## src/rtl/controller_pipe_pkg.sv

```systemverilog
// Shared opcode/funct constants, ALU control codes, FSM state codes and the
// ID-stage control bundle for controller_pipe.
package controller_pipe_pkg;

  localparam logic [6:0] OP_LUI    = 7'b0110111;
  localparam logic [6:0] OP_AUIPC  = 7'b0010111;
  localparam logic [6:0] OP_JAL    = 7'b1101111;
  localparam logic [6:0] OP_JALR   = 7'b1100111;
  localparam logic [6:0] OP_BRANCH = 7'b1100011;
  localparam logic [6:0] OP_LOAD   = 7'b0000011;
  localparam logic [6:0] OP_STORE  = 7'b0100011;
  localparam logic [6:0] OP_IMM    = 7'b0010011;
  localparam logic [6:0] OP_OP     = 7'b0110011;

  localparam logic [2:0] F3_ADD  = 3'b000;
  localparam logic [2:0] F3_SLL  = 3'b001;
  localparam logic [2:0] F3_SLT  = 3'b010;
  localparam logic [2:0] F3_SLTU = 3'b011;
  localparam logic [2:0] F3_XOR  = 3'b100;
  localparam logic [2:0] F3_SR   = 3'b101;
  localparam logic [2:0] F3_OR   = 3'b110;
  localparam logic [2:0] F3_AND  = 3'b111;

  localparam logic [6:0] FUNCT7_ZERO   = 7'b0000000;
  localparam logic [6:0] FUNCT7_ALT    = 7'b0100000;
  localparam logic [6:0] FUNCT7_MULDIV = 7'b0000001;

  localparam logic [4:0] ALU_NOP    = 5'd0;
  localparam logic [4:0] ALU_ADD    = 5'd1;
  localparam logic [4:0] ALU_SUB    = 5'd2;
  localparam logic [4:0] ALU_SUBU   = 5'd3;
  localparam logic [4:0] ALU_AND    = 5'd4;
  localparam logic [4:0] ALU_OR     = 5'd5;
  localparam logic [4:0] ALU_XOR    = 5'd6;
  localparam logic [4:0] ALU_SLL    = 5'd7;
  localparam logic [4:0] ALU_SRL    = 5'd8;
  localparam logic [4:0] ALU_SRA    = 5'd9;
  localparam logic [4:0] ALU_SLT    = 5'd10;
  localparam logic [4:0] ALU_SLTU   = 5'd11;
  // M codes follow funct3 order so bit 4 alone marks an M-op
  localparam logic [4:0] ALU_MUL    = 5'd16;
  localparam logic [4:0] ALU_MULH   = 5'd17;
  localparam logic [4:0] ALU_MULHSU = 5'd18;
  localparam logic [4:0] ALU_MULHU  = 5'd19;
  localparam logic [4:0] ALU_DIV    = 5'd20;
  localparam logic [4:0] ALU_DIVU   = 5'd21;
  localparam logic [4:0] ALU_REM    = 5'd22;
  localparam logic [4:0] ALU_REMU   = 5'd23;

  localparam logic [4:0] IMM_I = 5'b10000;
  localparam logic [4:0] IMM_S = 5'b01000;
  localparam logic [4:0] IMM_B = 5'b00100;
  localparam logic [4:0] IMM_U = 5'b00010;
  localparam logic [4:0] IMM_J = 5'b00001;

  localparam logic [0:0] ST_IDLE = 1'b0;
  localparam logic [0:0] ST_BUSY = 1'b1;

  typedef struct packed {
    logic [4:0] aluctrl;
    logic [1:0] alusrca;
    logic       alusrcb;
    logic       memwrite;
    logic [3:0] swhb;
    logic [1:0] lwhb;
    logic       lunsigned;
    logic       memtoreg;
    logic       regwrite;
    logic       jal;
    logic       jalr;
  } ctrl_t;

  function automatic logic [4:0] alu_base(input logic [2:0] f3, input logic alt);
    case (f3)
      F3_ADD:  alu_base = alt ? ALU_SUB : ALU_ADD;
      F3_SLL:  alu_base = ALU_SLL;
      F3_SLT:  alu_base = ALU_SLT;
      F3_SLTU: alu_base = ALU_SLTU;
      F3_XOR:  alu_base = ALU_XOR;
      F3_SR:   alu_base = alt ? ALU_SRA : ALU_SRL;
      F3_OR:   alu_base = ALU_OR;
      F3_AND:  alu_base = ALU_AND;
      default: alu_base = ALU_NOP;
    endcase
  endfunction

endpackage

```

## src/rtl/ctrl_decode.sv

```systemverilog
// Combinational RV32I(M) decoder: opcode/funct fields to control bundle.
// M-extension encodings decode only when RV32M_EN is defined.
module ctrl_decode
  import controller_pipe_pkg::*;
(
  input  logic [6:0] opcode,
  input  logic [2:0] funct3,
  input  logic [6:0] funct7,
  output ctrl_t      ctrl,
  output logic [4:0] immctrl,
  output logic [3:0] btypesig,
  output logic       bunsigned,
  output logic       illegal
);

  ctrl_t      c;
  logic [4:0] imm;
  logic [3:0] bt;
  logic       bu;
  logic       bad;

  // main decode; undecodable encodings raise bad and are zeroed below
  always_comb begin
    c   = '0;
    imm = 5'b0;
    bt  = 4'b0;
    bu  = 1'b0;
    bad = 1'b0;
    case (opcode)
      OP_LUI:   begin imm = IMM_U; c.aluctrl = ALU_ADD; c.alusrca = 2'b01; c.alusrcb = 1'b1; c.regwrite = 1'b1; end
      OP_AUIPC: begin imm = IMM_U; c.aluctrl = ALU_ADD; c.alusrca = 2'b10; c.alusrcb = 1'b1; c.regwrite = 1'b1; end
      OP_JAL:   begin imm = IMM_J; c.aluctrl = ALU_ADD; c.alusrca = 2'b10; c.alusrcb = 1'b1; c.regwrite = 1'b1; c.jal = 1'b1; end
      OP_JALR: begin
        imm = IMM_I; c.aluctrl = ALU_ADD; c.alusrcb = 1'b1; c.regwrite = 1'b1; c.jalr = 1'b1;
        bad = (funct3 != 3'b000);
      end
      OP_BRANCH: begin
        imm = IMM_B;
        case (funct3)
          3'b000:  bt = 4'b0001;
          3'b001:  bt = 4'b0010;
          3'b100:  bt = 4'b0100;
          3'b101:  bt = 4'b1000;
          3'b110:  begin bt = 4'b0100; bu = 1'b1; end
          3'b111:  begin bt = 4'b1000; bu = 1'b1; end
          default: bad = 1'b1;
        endcase
        c.aluctrl = bu ? ALU_SUBU : ALU_SUB;
      end
      OP_LOAD: begin
        imm = IMM_I; c.aluctrl = ALU_ADD; c.alusrcb = 1'b1; c.memtoreg = 1'b1; c.regwrite = 1'b1;
        case (funct3)
          3'b000:  c.lwhb = 2'b01;
          3'b001:  c.lwhb = 2'b10;
          3'b010:  c.lwhb = 2'b00;
          3'b100:  begin c.lwhb = 2'b01; c.lunsigned = 1'b1; end
          3'b101:  begin c.lwhb = 2'b10; c.lunsigned = 1'b1; end
          default: bad = 1'b1;
        endcase
      end
      OP_STORE: begin
        imm = IMM_S; c.aluctrl = ALU_ADD; c.alusrcb = 1'b1; c.memwrite = 1'b1;
        case (funct3)
          3'b000:  c.swhb = 4'b0001;
          3'b001:  c.swhb = 4'b0011;
          3'b010:  c.swhb = 4'b1111;
          default: bad = 1'b1;
        endcase
      end
      OP_IMM: begin
        imm = IMM_I; c.alusrcb = 1'b1; c.regwrite = 1'b1;
        c.aluctrl = alu_base(funct3, (funct3 == F3_SR) && (funct7 == FUNCT7_ALT));
        if (funct3 == F3_SLL) begin
          bad = (funct7 != FUNCT7_ZERO);
        end else if (funct3 == F3_SR) begin
          bad = (funct7 != FUNCT7_ZERO) && (funct7 != FUNCT7_ALT);
        end else begin
          bad = 1'b0;
        end
      end
      OP_OP: begin
        c.regwrite = 1'b1;
        if (funct7 == FUNCT7_ZERO) begin
          c.aluctrl = alu_base(funct3, 1'b0);
        end else if (funct7 == FUNCT7_ALT) begin
          c.aluctrl = alu_base(funct3, 1'b1);
          bad = (funct3 != F3_ADD) && (funct3 != F3_SR);
        end else if (funct7 == FUNCT7_MULDIV) begin
`ifdef RV32M_EN
          c.aluctrl = {2'b10, funct3};
`else
          bad = 1'b1;
`endif
        end else begin
          bad = 1'b1;
        end
      end
      default: bad = 1'b1;
    endcase
  end

  assign ctrl      = bad ? '0 : c;
  assign immctrl   = bad ? 5'b0 : imm;
  assign btypesig  = bad ? 4'b0 : bt;
  assign bunsigned = bad ? 1'b0 : bu;
  assign illegal   = bad;

endmodule

```

## src/rtl/controller_pipe.sv

```systemverilog
// Pipeline control unit: ID decode, ID/EX control register with stall/flush,
// and (with RV32M_EN defined) the multi-cycle M-op occupancy FSM.
module controller_pipe
  import controller_pipe_pkg::*;
#(
  parameter int RFIDX_WIDTH = 5,
  parameter int ALUCTRL_W   = 5,
  parameter int MD_LAT      = 4
) (
  input  logic                   clk,
  input  logic                   reset,
  input  logic [31:0]            instr_id,
  input  logic                   id_valid,
  input  logic                   stall_in,
  input  logic                   flush_in,
  output logic [4:0]             immctrl,
  output logic [3:0]             btypesig,
  output logic                   bunsigned,
  output logic                   illegal_id,
  output logic                   ex_valid,
  output logic [ALUCTRL_W-1:0]   ex_aluctrl,
  output logic [1:0]             ex_alusrca,
  output logic                   ex_alusrcb,
  output logic                   ex_memwrite,
  output logic [3:0]             ex_swhb,
  output logic [1:0]             ex_lwhb,
  output logic                   ex_lunsigned,
  output logic                   ex_memtoreg,
  output logic                   ex_regwrite,
  output logic                   ex_jal,
  output logic                   ex_jalr,
  output logic [RFIDX_WIDTH-1:0] ex_rd,
  output logic                   ex_is_md,
  output logic                   md_done,
  output logic                   stall_out
);

  ctrl_t      dec_ctrl;
  ctrl_t      load_ctrl;
  ctrl_t      ex_ctrl;
  logic [4:0] dec_imm;
  logic [3:0] dec_bt;
  logic       dec_bu;
  logic       dec_bad;
  logic       hold;
  logic       bubble;
  logic       flush_pend;
  logic       unused_bits;

  ctrl_decode u_decode (
    .opcode    (instr_id[6:0]),
    .funct3    (instr_id[14:12]),
    .funct7    (instr_id[31:25]),
    .ctrl      (dec_ctrl),
    .immctrl   (dec_imm),
    .btypesig  (dec_bt),
    .bunsigned (dec_bu),
    .illegal   (dec_bad)
  );

  assign immctrl    = id_valid ? dec_imm : 5'b0;
  assign btypesig   = id_valid ? dec_bt : 4'b0;
  assign bunsigned  = id_valid & dec_bu;
  assign illegal_id = id_valid & dec_bad;

  assign hold   = stall_out | stall_in;
  assign bubble = flush_in | flush_pend | ~id_valid | illegal_id;
  assign unused_bits = ^{instr_id[24:15], 1'(MD_LAT)};

  // writes to x0 are dropped but the instruction stays valid
  always_comb begin
    load_ctrl = dec_ctrl;
    load_ctrl.regwrite = dec_ctrl.regwrite & (instr_id[11:7] != 5'd0);
  end

  // ID/EX control register: reset > hold > bubble > load
  always_ff @(posedge clk) begin
    if (reset) begin
      ex_valid <= 1'b0;
      ex_rd    <= '0;
      ex_ctrl  <= '0;
    end else if (hold) begin
      ex_valid <= ex_valid;
      ex_rd    <= ex_rd;
      ex_ctrl  <= ex_ctrl;
    end else if (bubble) begin
      ex_valid <= 1'b0;
      ex_rd    <= '0;
      ex_ctrl  <= '0;
    end else begin
      ex_valid <= 1'b1;
      ex_rd    <= RFIDX_WIDTH'(instr_id[11:7]);
      ex_ctrl  <= load_ctrl;
    end
  end

  // a flush arriving while an M-op holds the front end is remembered
  always_ff @(posedge clk) begin
    if (reset) begin
      flush_pend <= 1'b0;
    end else if (!hold) begin
      flush_pend <= 1'b0;
    end else if (flush_in && stall_out) begin
      flush_pend <= 1'b1;
    end else begin
      flush_pend <= flush_pend;
    end
  end

  assign ex_aluctrl   = ALUCTRL_W'(ex_ctrl.aluctrl);
  assign ex_alusrca   = ex_ctrl.alusrca;
  assign ex_alusrcb   = ex_ctrl.alusrcb;
  assign ex_memwrite  = ex_ctrl.memwrite;
  assign ex_swhb      = ex_ctrl.swhb;
  assign ex_lwhb      = ex_ctrl.lwhb;
  assign ex_lunsigned = ex_ctrl.lunsigned;
  assign ex_memtoreg  = ex_ctrl.memtoreg;
  assign ex_regwrite  = ex_ctrl.regwrite;
  assign ex_jal       = ex_ctrl.jal;
  assign ex_jalr      = ex_ctrl.jalr;

`ifdef RV32M_EN
  localparam int CNT_W = (MD_LAT > 1) ? $clog2(MD_LAT) : 1;

  logic [0:0]       state;
  logic [CNT_W-1:0] cnt;
  logic             load_md;

  assign load_md = ~hold & ~bubble & dec_ctrl.aluctrl[4];

  // BUSY covers the first MD_LAT-1 EX cycles; the final one runs in IDLE
  always_ff @(posedge clk) begin
    if (reset) begin
      state <= ST_IDLE;
      cnt   <= '0;
    end else if (state == ST_BUSY) begin
      if (cnt == CNT_W'(1)) begin
        state <= ST_IDLE;
        cnt   <= '0;
      end else begin
        state <= ST_BUSY;
        cnt   <= cnt - CNT_W'(1);
      end
    end else if (load_md && (MD_LAT > 1)) begin
      state <= ST_BUSY;
      cnt   <= CNT_W'(MD_LAT - 1);
    end else begin
      state <= state;
      cnt   <= cnt;
    end
  end

  assign stall_out = (state == ST_BUSY);
  assign ex_is_md  = ex_ctrl.aluctrl[4];
  assign md_done   = ex_valid & ex_is_md & (state == ST_IDLE);
`else
  assign stall_out = 1'b0;
  assign ex_is_md  = 1'b0;
  assign md_done   = 1'b0;
`endif

endmodule

```

## config.mk

```make
export PLATFORM = sky130hd
export DESIGN_NAME = controller_pipe
export DESIGN_NICKNAME = d
export VERILOG_FILES = /design/src/rtl/controller_pipe_pkg.sv /design/src/rtl/ctrl_decode.sv /design/src/rtl/controller_pipe.sv
export SDC_FILE = /design/constraint.sdc
export NUM_CORES = 1
export LEC_CHECK = 0
export CAP_MARGIN = 20
export CELL_PAD_IN_SITES_DETAIL_PLACEMENT = 1
export CELL_PAD_IN_SITES_GLOBAL_PLACEMENT = 2
export CORE_ASPECT_RATIO = 0.7
export CORE_MARGIN = 3
export CORE_UTILIZATION = 34
export CTS_CLUSTER_SIZE = 10
export DETAILED_ROUTE_END_ITERATION = 8
export DONT_BUFFER_PORTS = 1
export PLACE_DENSITY = 0.78
export SLEW_MARGIN = 20
export SYNTH_ARGS = -nofsm -noshare
export SYNTH_HDL_FRONTEND = slang
export SYNTH_SLANG_ARGS = --single-unit
```

## constraint.sdc

```tcl
create_clock -name clk -period 2 [get_ports clk]
set_input_delay 0.2 -clock clk [delete_from_list [all_inputs] [get_ports clk]]
set_output_delay 0.2 -clock clk [all_outputs]
set_load 0.05 [all_outputs]
```

==> results.md <==
* Outcome: finished, violations left
* Setup crit end kind: primary output
* Worst skew pair latency at 0.27 ns
* Cell Area, Synth at 1770 µm²
* Initial antenna violation count at 0
* Worst vdd ir at 0.287 mV
* Syn Inst Count at 212
* Max-Slew Margin vs Limit at 0.557
* Final setup violation count at 3
* Max frequency at 494 MHz
* RePlAce Congestion at 0.837
* H-tree depth at 1
* Seq/Total Area, Yosys at 0.271
* Slew Limit Fails at 0
* Post-synth cell types at 52
* Commonest non-fill, non-tap cell in the layout: nand2_1
* Critical Path AT at 1.82 ns
* Routed met2 length at 2690 µm
* Final layout net count at 280
* Highest routed layer: met4
* Largest net degree at the start of global routing at 20
* Syn avg cell area at 8.37 µm²
* CP startpoint: instr_id[13]
* Slowest CP cell: nor4b_4
* All-Layer GR Usage at 0.185
* Number of synthesized flops with an enable pin at 0
* Final Hold Viols at 0
* Clk sinks at 24
* Starting Density at 0.361
* Largest cells by area after synthesis: dfxtp_1 27%, nand2_1 5.7%, nor2_1 5.1%
* Slew @ Worst Pin at 0.662 ns
* ANT nets after route at 0
* WP data required at 1.80 ns
* Crit path max fanout at 10
* Met3 wire length at 426 µm
* Wire length per cell at 18.3 µm
* Clock power share at 0.329
* Row count at 21
* Met1 WL at 2450 µm
* Clock slew seen by the registers of the worst setup and hold paths at 0.08 ns
* Worst path cell trace: clkinvlp_4 > ha_4 > nor2b_4 > o2111ai_2 > a22oi_4 > nand4_4 > buf_12 > nor4b_4 > buf_12
* Yosys reg bits at 24
* Crit path top cell by count: buf_12
* Core area at 4910 µm²
* Async S/R FF share, synth at 0
* Power share of the combinational group at 0.199
* Worst Hold Launch: reset
* Commonest non-fill, non-tap cells in the layout: 27 x nand2_1, 24 x dfxtp_1, 22 x nor2_1, 22 x buf_4, 13 x nand2b_1
* HP Class: in2reg
* Total gr overflow at 0
* DR pass1 iterations at 4
* Global-route wire length before repair at 9110 µm
* Leak at 0.909 nW
* Pre-CTS setup slack at -0.140 ns
* CTS tree: done
* R2r startpoint: ex_aluctrl[1]$_SDFFE_PP0N_
* Die X at 92.3 µm
* Number of port buffers at 0
* Worst Clk Skew at 0 ns
* Max Cap Viol at 0
* Initial DRC Count at 61
* Crit-path leading delay family: simple AND/OR/NAND/NOR gates
* Final WS setup at -0.0245 ns
* Top cell type's share of synthesized area at 0.271
* Max incr delay on CP at 0.28 ns
* DR vias at 1,666
* Root Driver: clkbuf_8
* Synth-to-Final Area Change at 35.5%
* Tcrit/Tclk final at 1.01
* HPWL reported at the end of detailed placement at 4210 µm
* Buffer and inverter count on the worst path at 3
* Worst setup SP type: primary input
* Vias/cell at 5.48
* Time the worst path needs with I/O delays and setup at 2.02 ns
* Number of buffers created by CTS at 3
* Net switching power at 0.275 mW
* Failing checks: negative setup slack
* DRC violations left at 0
* Hold Slack at 0.00369 ns
* Top cell type by total area after synthesis: dfxtp_1
* Critical path type: in2out
* CTS max path bufs at 2
* Io pins at 77
* Die Y at 66.4 µm
* Post-layout util at 0.489
* Top_reg_cell synth: dfxtp_1
* Layout cell share with drive strength beyond 1 at 0.362
* ANT cells at 0
* Seq pwr share at 0.472
* Vias in the first global route at 1,751
* Pwr dens at 423 nW/µm²
* RSZ-0062 raised after global routing: true
* Die ar. at 6140 µm²
* Sw frac at 0.271
* Yosys Warn Count at 0
* Internal power at 0.742 mW
* Final Routed Wirelength at 5580 µm
-- cell families after synthesis --
logic type | count (synthesis) | share of synthesized area
simple gates | 98 | 0.320
compound gates | 52 | 0.251
buf+inv | 28 | 0.0874
flops | 24 | 0.271
fa+ha+maj | 7 | 0.0494
mux | 2 | 0.0190
other cells | 1 | 0.00211
-- metrics by stage --
step	power [mW]	cell area (µm²)	TNS, ns	cells
detailed placement	0.667	2260	-1.86	295
floorplan	0.655	1950	-1.87	215
CTS	1.02	2390	-0.325	303
global placement	0.662	2260	-0.895	295
global route	1.06	2400	-0.471	304
finish	1.02	2400	-0.0545	304
-- timing repair --
action                                 4_1_cts  5_1_grt
endpoints found under the hold margin       15        0
resized for setup                            7        2
pin swaps                                    7        3
hold buffers                                 1        0
cloned                                       0        0
setup endpoints to repair                   11       19
setup buffers                                3        1
-- synth_stat cells (4+ instances only) --
master	number
inv_1	8
nor3_1	8
ha_1	7
a22oi_1	4
dfxtp_1	24
nand2_1	27
o21ai_0	6
o21ai_2	7
a21oi_1	7
nor2_1	24
a32oi_1	5
buf_4	6
nor2b_1	4
or4_1	4
clkbuf_1	7
nand2b_1	13
-- registers in the layout (all words and copies together), names as in the netlist --
register,cells
ex_memtoreg,1
ex_rd,5
ex_regwrite,1
ex_alusrca,2
ex_lunsigned,1
ex_alusrcb,1
ex_jalr,1
ex_lwhb,2
ex_valid,1
ex_memwrite,1
ex_swhb,3
ex_aluctrl,4
ex_jal,1
-- per-layer routing --
metal | global-route usage | up-vias
met5 | 0 | -
met4 | 0.0259 | 0
met3 | 0.0626 | 2
met2 | 0.313 | 47
met1 | 0.236 | 819
li1 | - | 798
-- worst paths after layout --
kind                                                    to  slack, ns  cells past startpoint
worst max-delay path                           btypesig[0]      -0.02                      9
worst min-delay path                   ex_jal$_SDFFE_PP0N_      0.004                      1
worst min register to register  ex_aluctrl[0]$_SDFFE_PP0N_       0.53                      2
worst max register to register  ex_aluctrl[1]$_SDFFE_PP0N_       0.85                      5
-- area by class of cell --
class / instances / area, µm²
inverter: 8 / 37.5
timing repair buffer: 36 / 409
fill: 566 / 2510
multi-input combinational: 163 / 1340
sequential: 24 / 480
tap: 69 / 86.3
clock buffer: 4 / 55.1
-- power by group through the flow --
stage	Sequential, mW	Combinational (mW)	Clock [mW]
after floorplan	0.491	0.164	0
after CTS	0.480	0.196	0.345
after global routing	0.480	0.218	0.362
after global placement	0.491	0.170	0
final	0.480	0.202	0.335
after detailed placement	0.492	0.175	0
Power figures use the tool's default switching activity.
